## config.mk

```make
export PLATFORM = sky130hd
export DESIGN_NAME = gnn_node_scheduler
export DESIGN_NICKNAME = d
export VERILOG_FILES = /design/src/rtl/gnn_node_scheduler.sv
export SDC_FILE = /design/constraint.sdc
export NUM_CORES = 2
export LEC_CHECK = 0
export CAP_MARGIN = 20
export CORE_UTILIZATION = 35
export DETAILED_ROUTE_END_ITERATION = 8
export PLACE_DENSITY_LB_ADDON = 0.1
export SLEW_MARGIN = 30
export SYNTH_ARGS = -nofsm -noshare
export SYNTH_HDL_FRONTEND = slang
export SYNTH_SLANG_ARGS = --single-unit
```

## constraint.sdc

```tcl
create_clock -name clk -period 18.4 [get_ports clk]
set_input_delay 2.76 -clock clk [delete_from_list [all_inputs] [get_ports clk]]
set_output_delay 2.76 -clock clk [all_outputs]
set_load 0.02 [all_outputs]
```

## src/rtl/gnn_node_scheduler.sv

```systemverilog
// rtl/gnn_node_scheduler.sv - time-multiplexes one shared engine across four graph nodes
// Aggregates neighbour features in, issues one node at a time, aggregates raw outputs back.
module gnn_node_scheduler #(
  parameter int TIMEOUT = 64
) (
  input  logic         clk,
  input  logic         rst,
  input  logic         in_valid,
  output logic         in_ready,
  input  logic [79:0]  in_feat,
  output logic [6:0]   eng_x0,
  output logic [6:0]   eng_x1,
  output logic [6:0]   eng_x2,
  output logic [6:0]   eng_x3,
  output logic         eng_start,
  input  logic [19:0]  eng_out0,
  input  logic [19:0]  eng_out1,
  input  logic         eng_out0_ready,
  input  logic         eng_out1_ready,
  output logic         out_valid,
  input  logic         out_ready,
  output logic [167:0] out_data,
  output logic         busy,
  output logic [1:0]   cur_node,
  output logic         timeout_err
);
  localparam int CW = $clog2(TIMEOUT) + 1;

  typedef enum logic [2:0] {IDLE, ISSUE, WAIT, AGG, DONE} state_t;
  state_t state, state_next;

  logic [79:0]       feat;
  logic signed [4:0] fv [4][4];
  logic signed [6:0] x_in [4][4];
  logic signed [19:0] raw [4][2];
  logic [167:0]      res;
  logic [CW-1:0]     cnt;
  logic              done_q, eng_done, done_edge, tmo, advance, active;

  // Fixed adjacency: nodes 0 and 3 see {1,2}; nodes 1 and 2 see {0,3}.
  function automatic logic [1:0] nb_a(input logic [1:0] n);
    nb_a = (n == 2'd0 || n == 2'd3) ? 2'd1 : 2'd0;
  endfunction

  function automatic logic [1:0] nb_b(input logic [1:0] n);
    nb_b = (n == 2'd0 || n == 2'd3) ? 2'd2 : 2'd3;
  endfunction

  always_comb begin
    for (int n = 0; n < 4; n++)
      for (int k = 0; k < 4; k++)
        fv[n][k] = feat[(4*n+k)*5 +: 5];
    for (int n = 0; n < 4; n++)
      for (int k = 0; k < 4; k++)
        x_in[n][k] = 7'(fv[n][k]) + 7'(fv[nb_a(2'(n))][k]) + 7'(fv[nb_b(2'(n))][k]);
  end

  always_comb begin
    res = '0;
    for (int n = 0; n < 4; n++)
      for (int k = 0; k < 2; k++)
        res[(2*n+k)*21 +: 21] = 21'(raw[n][k]) + 21'(raw[nb_a(2'(n))][k])
                              + 21'(raw[nb_b(2'(n))][k]);
  end

  assign eng_done  = eng_out0_ready & eng_out1_ready;
  assign done_edge = eng_done & ~done_q;
  assign tmo       = (state == WAIT) && (cnt == CW'(TIMEOUT - 1));
  // A response arriving on the timeout cycle still counts as a response.
  assign advance   = (state == WAIT) && (done_edge || tmo);
  assign active    = (state == ISSUE) || (state == WAIT);

  assign eng_x0 = active ? x_in[cur_node][0] : 7'd0;
  assign eng_x1 = active ? x_in[cur_node][1] : 7'd0;
  assign eng_x2 = active ? x_in[cur_node][2] : 7'd0;
  assign eng_x3 = active ? x_in[cur_node][3] : 7'd0;

  always_comb begin
    state_next = state;
    eng_start  = 1'b0;
    in_ready   = 1'b0;
    busy       = 1'b1;
    case (state)
      IDLE: begin
        in_ready = 1'b1;
        busy     = 1'b0;
        if (in_valid) state_next = ISSUE;
      end
      ISSUE: begin
        eng_start  = 1'b1;
        state_next = WAIT;
      end
      WAIT:    if (advance) state_next = (cur_node == 2'd3) ? AGG : ISSUE;
      AGG:     state_next = DONE;
      DONE:    if (out_ready) state_next = IDLE;
      default: state_next = IDLE;
    endcase
  end

  always_ff @(posedge clk or posedge rst) begin
    if (rst) begin
      state       <= IDLE;
      feat        <= '0;
      cnt         <= '0;
      done_q      <= 1'b0;
      cur_node    <= 2'd0;
      timeout_err <= 1'b0;
      out_valid   <= 1'b0;
      out_data    <= '0;
      for (int n = 0; n < 4; n++) begin
        raw[n][0] <= '0;
        raw[n][1] <= '0;
      end
    end else begin
      state  <= state_next;
      done_q <= eng_done;
      case (state)
        IDLE: if (in_valid) begin
          feat        <= in_feat;
          timeout_err <= 1'b0;
          cur_node    <= 2'd0;
        end
        ISSUE: cnt <= '0;
        WAIT: begin
          cnt <= cnt + 1'b1;
          if (done_edge) begin
            raw[cur_node][0] <= eng_out0;
            raw[cur_node][1] <= eng_out1;
          end else if (tmo) begin
            raw[cur_node][0] <= '0;
            raw[cur_node][1] <= '0;
            timeout_err      <= 1'b1;
          end
          if (advance && cur_node != 2'd3) cur_node <= cur_node + 2'd1;
        end
        AGG: begin
          out_data  <= res;
          out_valid <= 1'b1;
        end
        DONE: if (out_ready) out_valid <= 1'b0;
        default: ;
      endcase
    end
  end
endmodule

```

==> metrics.md <==
| Metric | Value |
|---|---|
| Status | complete, no violations |
| Min Tclk post-route | 6.903 ns |
| FILL cells | 8604 |
| Area fraction of the dominant cell type after synthesis | 0.3446 |
| Distinct cells, synth | 68 |
| Overflow after GRT | 0 |
| Proportion of register bits with asynchronous set or reset after synthesis | 1.000 |
| Critical path required time | 15.64 ns |
| Number of instances resized during post-cts repair | 0 |
| Global placer's final weighted congestion | 0.8338 |
| Signed area change from the synthesized netlist to the final layout | 21.02% |
| Setup Total Neg Slack | 0 ns |
| Largest net degree at the start of global routing | 227 |
| Via count of the first global-routing pass | 24240 |
| Vias after detailed routing | 23880 |
| Upper clock frequency limit | 144.9 MHz |
| Post-CTS setup buffer count | 0 |
| Finished Cell Area | 0.03717 sq mm |
| Cells after synthesis | 3271 |
| VDD IR-drop max | 171.5 uV |
| Antenna violations before repair | 4 |
| Total standard cell area after synthesis | 0.03072 sq mm |
| Most used DFF post-synth | dfrtp_1 |
| Row Count | 108 |
| Start point of the critical path | feat[10] |
| Clock tree skew after final layout | 0.02546 ns |
| DRC violation count after routing | 0 |
| Worst hold path depth | 2 |
| Clock slew at reported path FFs | 0.06 ns |
| RSZ-0062 raised after global routing | no |
| Count of antenna-violating nets left after detailed routing | 0 |
| Sequential share of the synthesized area | 0.3446 |
| Max-slew violations | 0 |
| Final hold violation count | 0 |
| Vias per cell | 5.012 |
| Core area | 0.08689 sq mm |
| Boundary Pins | 329 |
| Leading post-synthesis cells by cell area | dfrtp_1 34%, ha_1 13%, fa_1 9.8% |
| Antenna Diode Count | 0 |
| Cell count of the worst reg-to-reg path | 21 |
| TritonRoute pass-1 iters | 5 |
| Data arrival time of the critical path | 4.14 ns |
| Class of the worst hold path | register to register |
| Height of the die | 298.2 um |
| Crit end category | output port |
| CTS Root Buffer Type | clkbuf_16 |
| Post-detailed-routing wire length | 89240 um |
| Count of buffers inserted at the top-level ports | 328 |
| Avg WL per Cell | 18.73 um |
| Most frequent cells after synthesis | 663 x nand2_1, 423 x dfrtp_1, 327 x o21ai_0 |
| GRT Total Usage | 0.2017 |
| Cell taking the most area after synthesis | dfrtp_1 |
| Drt initial violations | 1102 |
| Worst-case hold slack | 0.4629 ns |
| Post-DP Area | 0.03524 sq mm |
| Final setup viols | 0 |
| Max-cap violation count | 0 |
| Detailed Place HPWL | 68060 um |
| Die area | 0.08895 sq mm |
| Proportion of layout cells with a drive suffix above 1 | 0.04544 |
| Number of flops mapped to enable cells by yosys | 0 |
| Most frequent cell after synthesis | nand2_1 |
| Final Net Count | 4154 |
| Deepest clock path buffer count | 3 |
| Portion of the clock cycle consumed by the worst path in the final layout | 0.3752 |
| Setup CP Type | register to output port |
| Leakage power total | 17.98 nW |
| # hold bufs at CTS | 0 |
| Flop and latch count out of synthesis | 423 |
| Largest fanout on the critical path | 3 |
| Worst-skew pair later-pin latency | 0.63 ns |
| First-pass GRT wire length | 141000 um |
| Worst R2R Start | raw[81] |
| Slew Limit Headroom | 0.1440 |
| H-tree Lvls | 2 |
| Horizontal die dimension | 298.2 um |
| CTS tree | done |
| Min-Delay Startpoint | out_data[135] |
| Worst Max-Slew Pin Slew | 1.284 ns |
| Num CTS Buffers | 55 |
| # clock sinks | 423 |
| Initial Util | 0.3535 |
| Mapped Nets | 3860 |
| Yosys warns | 0 |
| Launching element type of the critical path | register |
| Mapped Avg Cell Area | 9.390 sq um |
| Cell Pwr Density | 190.6 mW/mm^2 |
placed cells by master (no fill, tap or decap), types with 8 or more instances in the layout:
master           count
nand2_1            658
dfrtp_1            423
clkdlybuf4s50_1    328
o21ai_0            327
ha_1               313
a21oi_1            192
fa_1               150
inv_1              136
xnor2_1            132
nor2_1             128
xor2_1              97
a21o_1              86
clkbuf_16           56
a22o_1              44
nand3_1             37
o21bai_1            37
nor2b_1             36
nand2b_1            35
nor3_1              33
a211oi_1            29
o21a_1              28
o31ai_1             24
mux4_2              23
and3_1              17
o211ai_1            14
a31oi_1             14
buf_4               13
or3_1               12
clkinv_2            11
clkbuf_1            10
clkbuf_8            10
nor3b_1              9
a311oi_1             9
nand4_1              8
worst max-delay path, cell delays in order, from the launching register on:
cell and delay, ns:
dfrtp_1 0.42, ha_1 0.25, fa_1 0.41, a21o_1 0.18, a21oi_1 0.18, xnor2_1 0.18
ha_1 0.31, a2111oi_0 0.38, a211oi_1 0.10, a311oi_1 0.31, a21oi_1 0.07, nor2_1 0.11
clkdlybuf4s50_1 0.62
final timing paths:
path                            endpoint  slack (ns)
min in group asynchronous        feat[3]        2.63
max in group asynchronous   out_data[89]       13.23
max reg2reg                 out_data[41]       12.39
max                            eng_x2[6]       11.50
min                        out_data[135]        0.46
min reg2reg                out_data[135]        0.46
power breakdown:
part           switching, mW  internal [mW]
Combinational           2.34           2.05
Clock                  0.449          0.680
Sequential             0.328           1.23
kinds of logic after synthesis:
group | after synthesis | share of synthesized area
adder cells (fa/ha/maj) | 463 | 0.2253
AO/OA/AOI/OAI | 859 | 0.1727
AND/OR/NAND/NOR | 1014 | 0.1407
buffers and inverters | 248 | 0.03035
XOR/XNOR | 229 | 0.06530
multiplexers | 35 | 0.02110
flip-flops | 423 | 0.3446
sequential cells by signal (all words and copies together), names as in the netlist:
register / flops
out_data: 168
raw: 160
feat: 80
cnt: 7
state: 3
cur_node: 2
done_q: 1
out_valid: 1
timeout_err: 1
metrics by stage:
step | utilization | instances | worst slack [ns] | total power, mW
after floorplan | - | 3271 | 3.863 | 4.572
after global placement | 0.4054 | 4661 | 11.93 | 5.982
after detailed placement | 0.4056 | 4662 | 11.94 | 6.001
after CTS | 0.4273 | 4763 | 11.42 | 7.188
after global routing | 0.4278 | 4764 | 11.20 | 7.737
final | 0.4278 | 4764 | 11.50 | 7.085
per-layer routing:
metal / part of all wire / global-route usage
met1: 0.47 / 0.2782
met2: 0.46 / 0.3247
met3: 0.052 / 0.03952
met4: 0.021 / 0.04664
met5: 0.00062 / 0
area by class of cell:
class                      count  area, sq um  share of cell area
inverter                     139        534.3             0.01437
clock inverter                25        306.5            0.008246
timing repair buffer         346         3480             0.09360
multi-input combinational   2600        19250              0.5177
tap                         1155         1445             0.03888
sequential                   423        10590              0.2848
clock buffer                  76         1577             0.04241
Note: power is estimated with default switching activity, not from simulation.
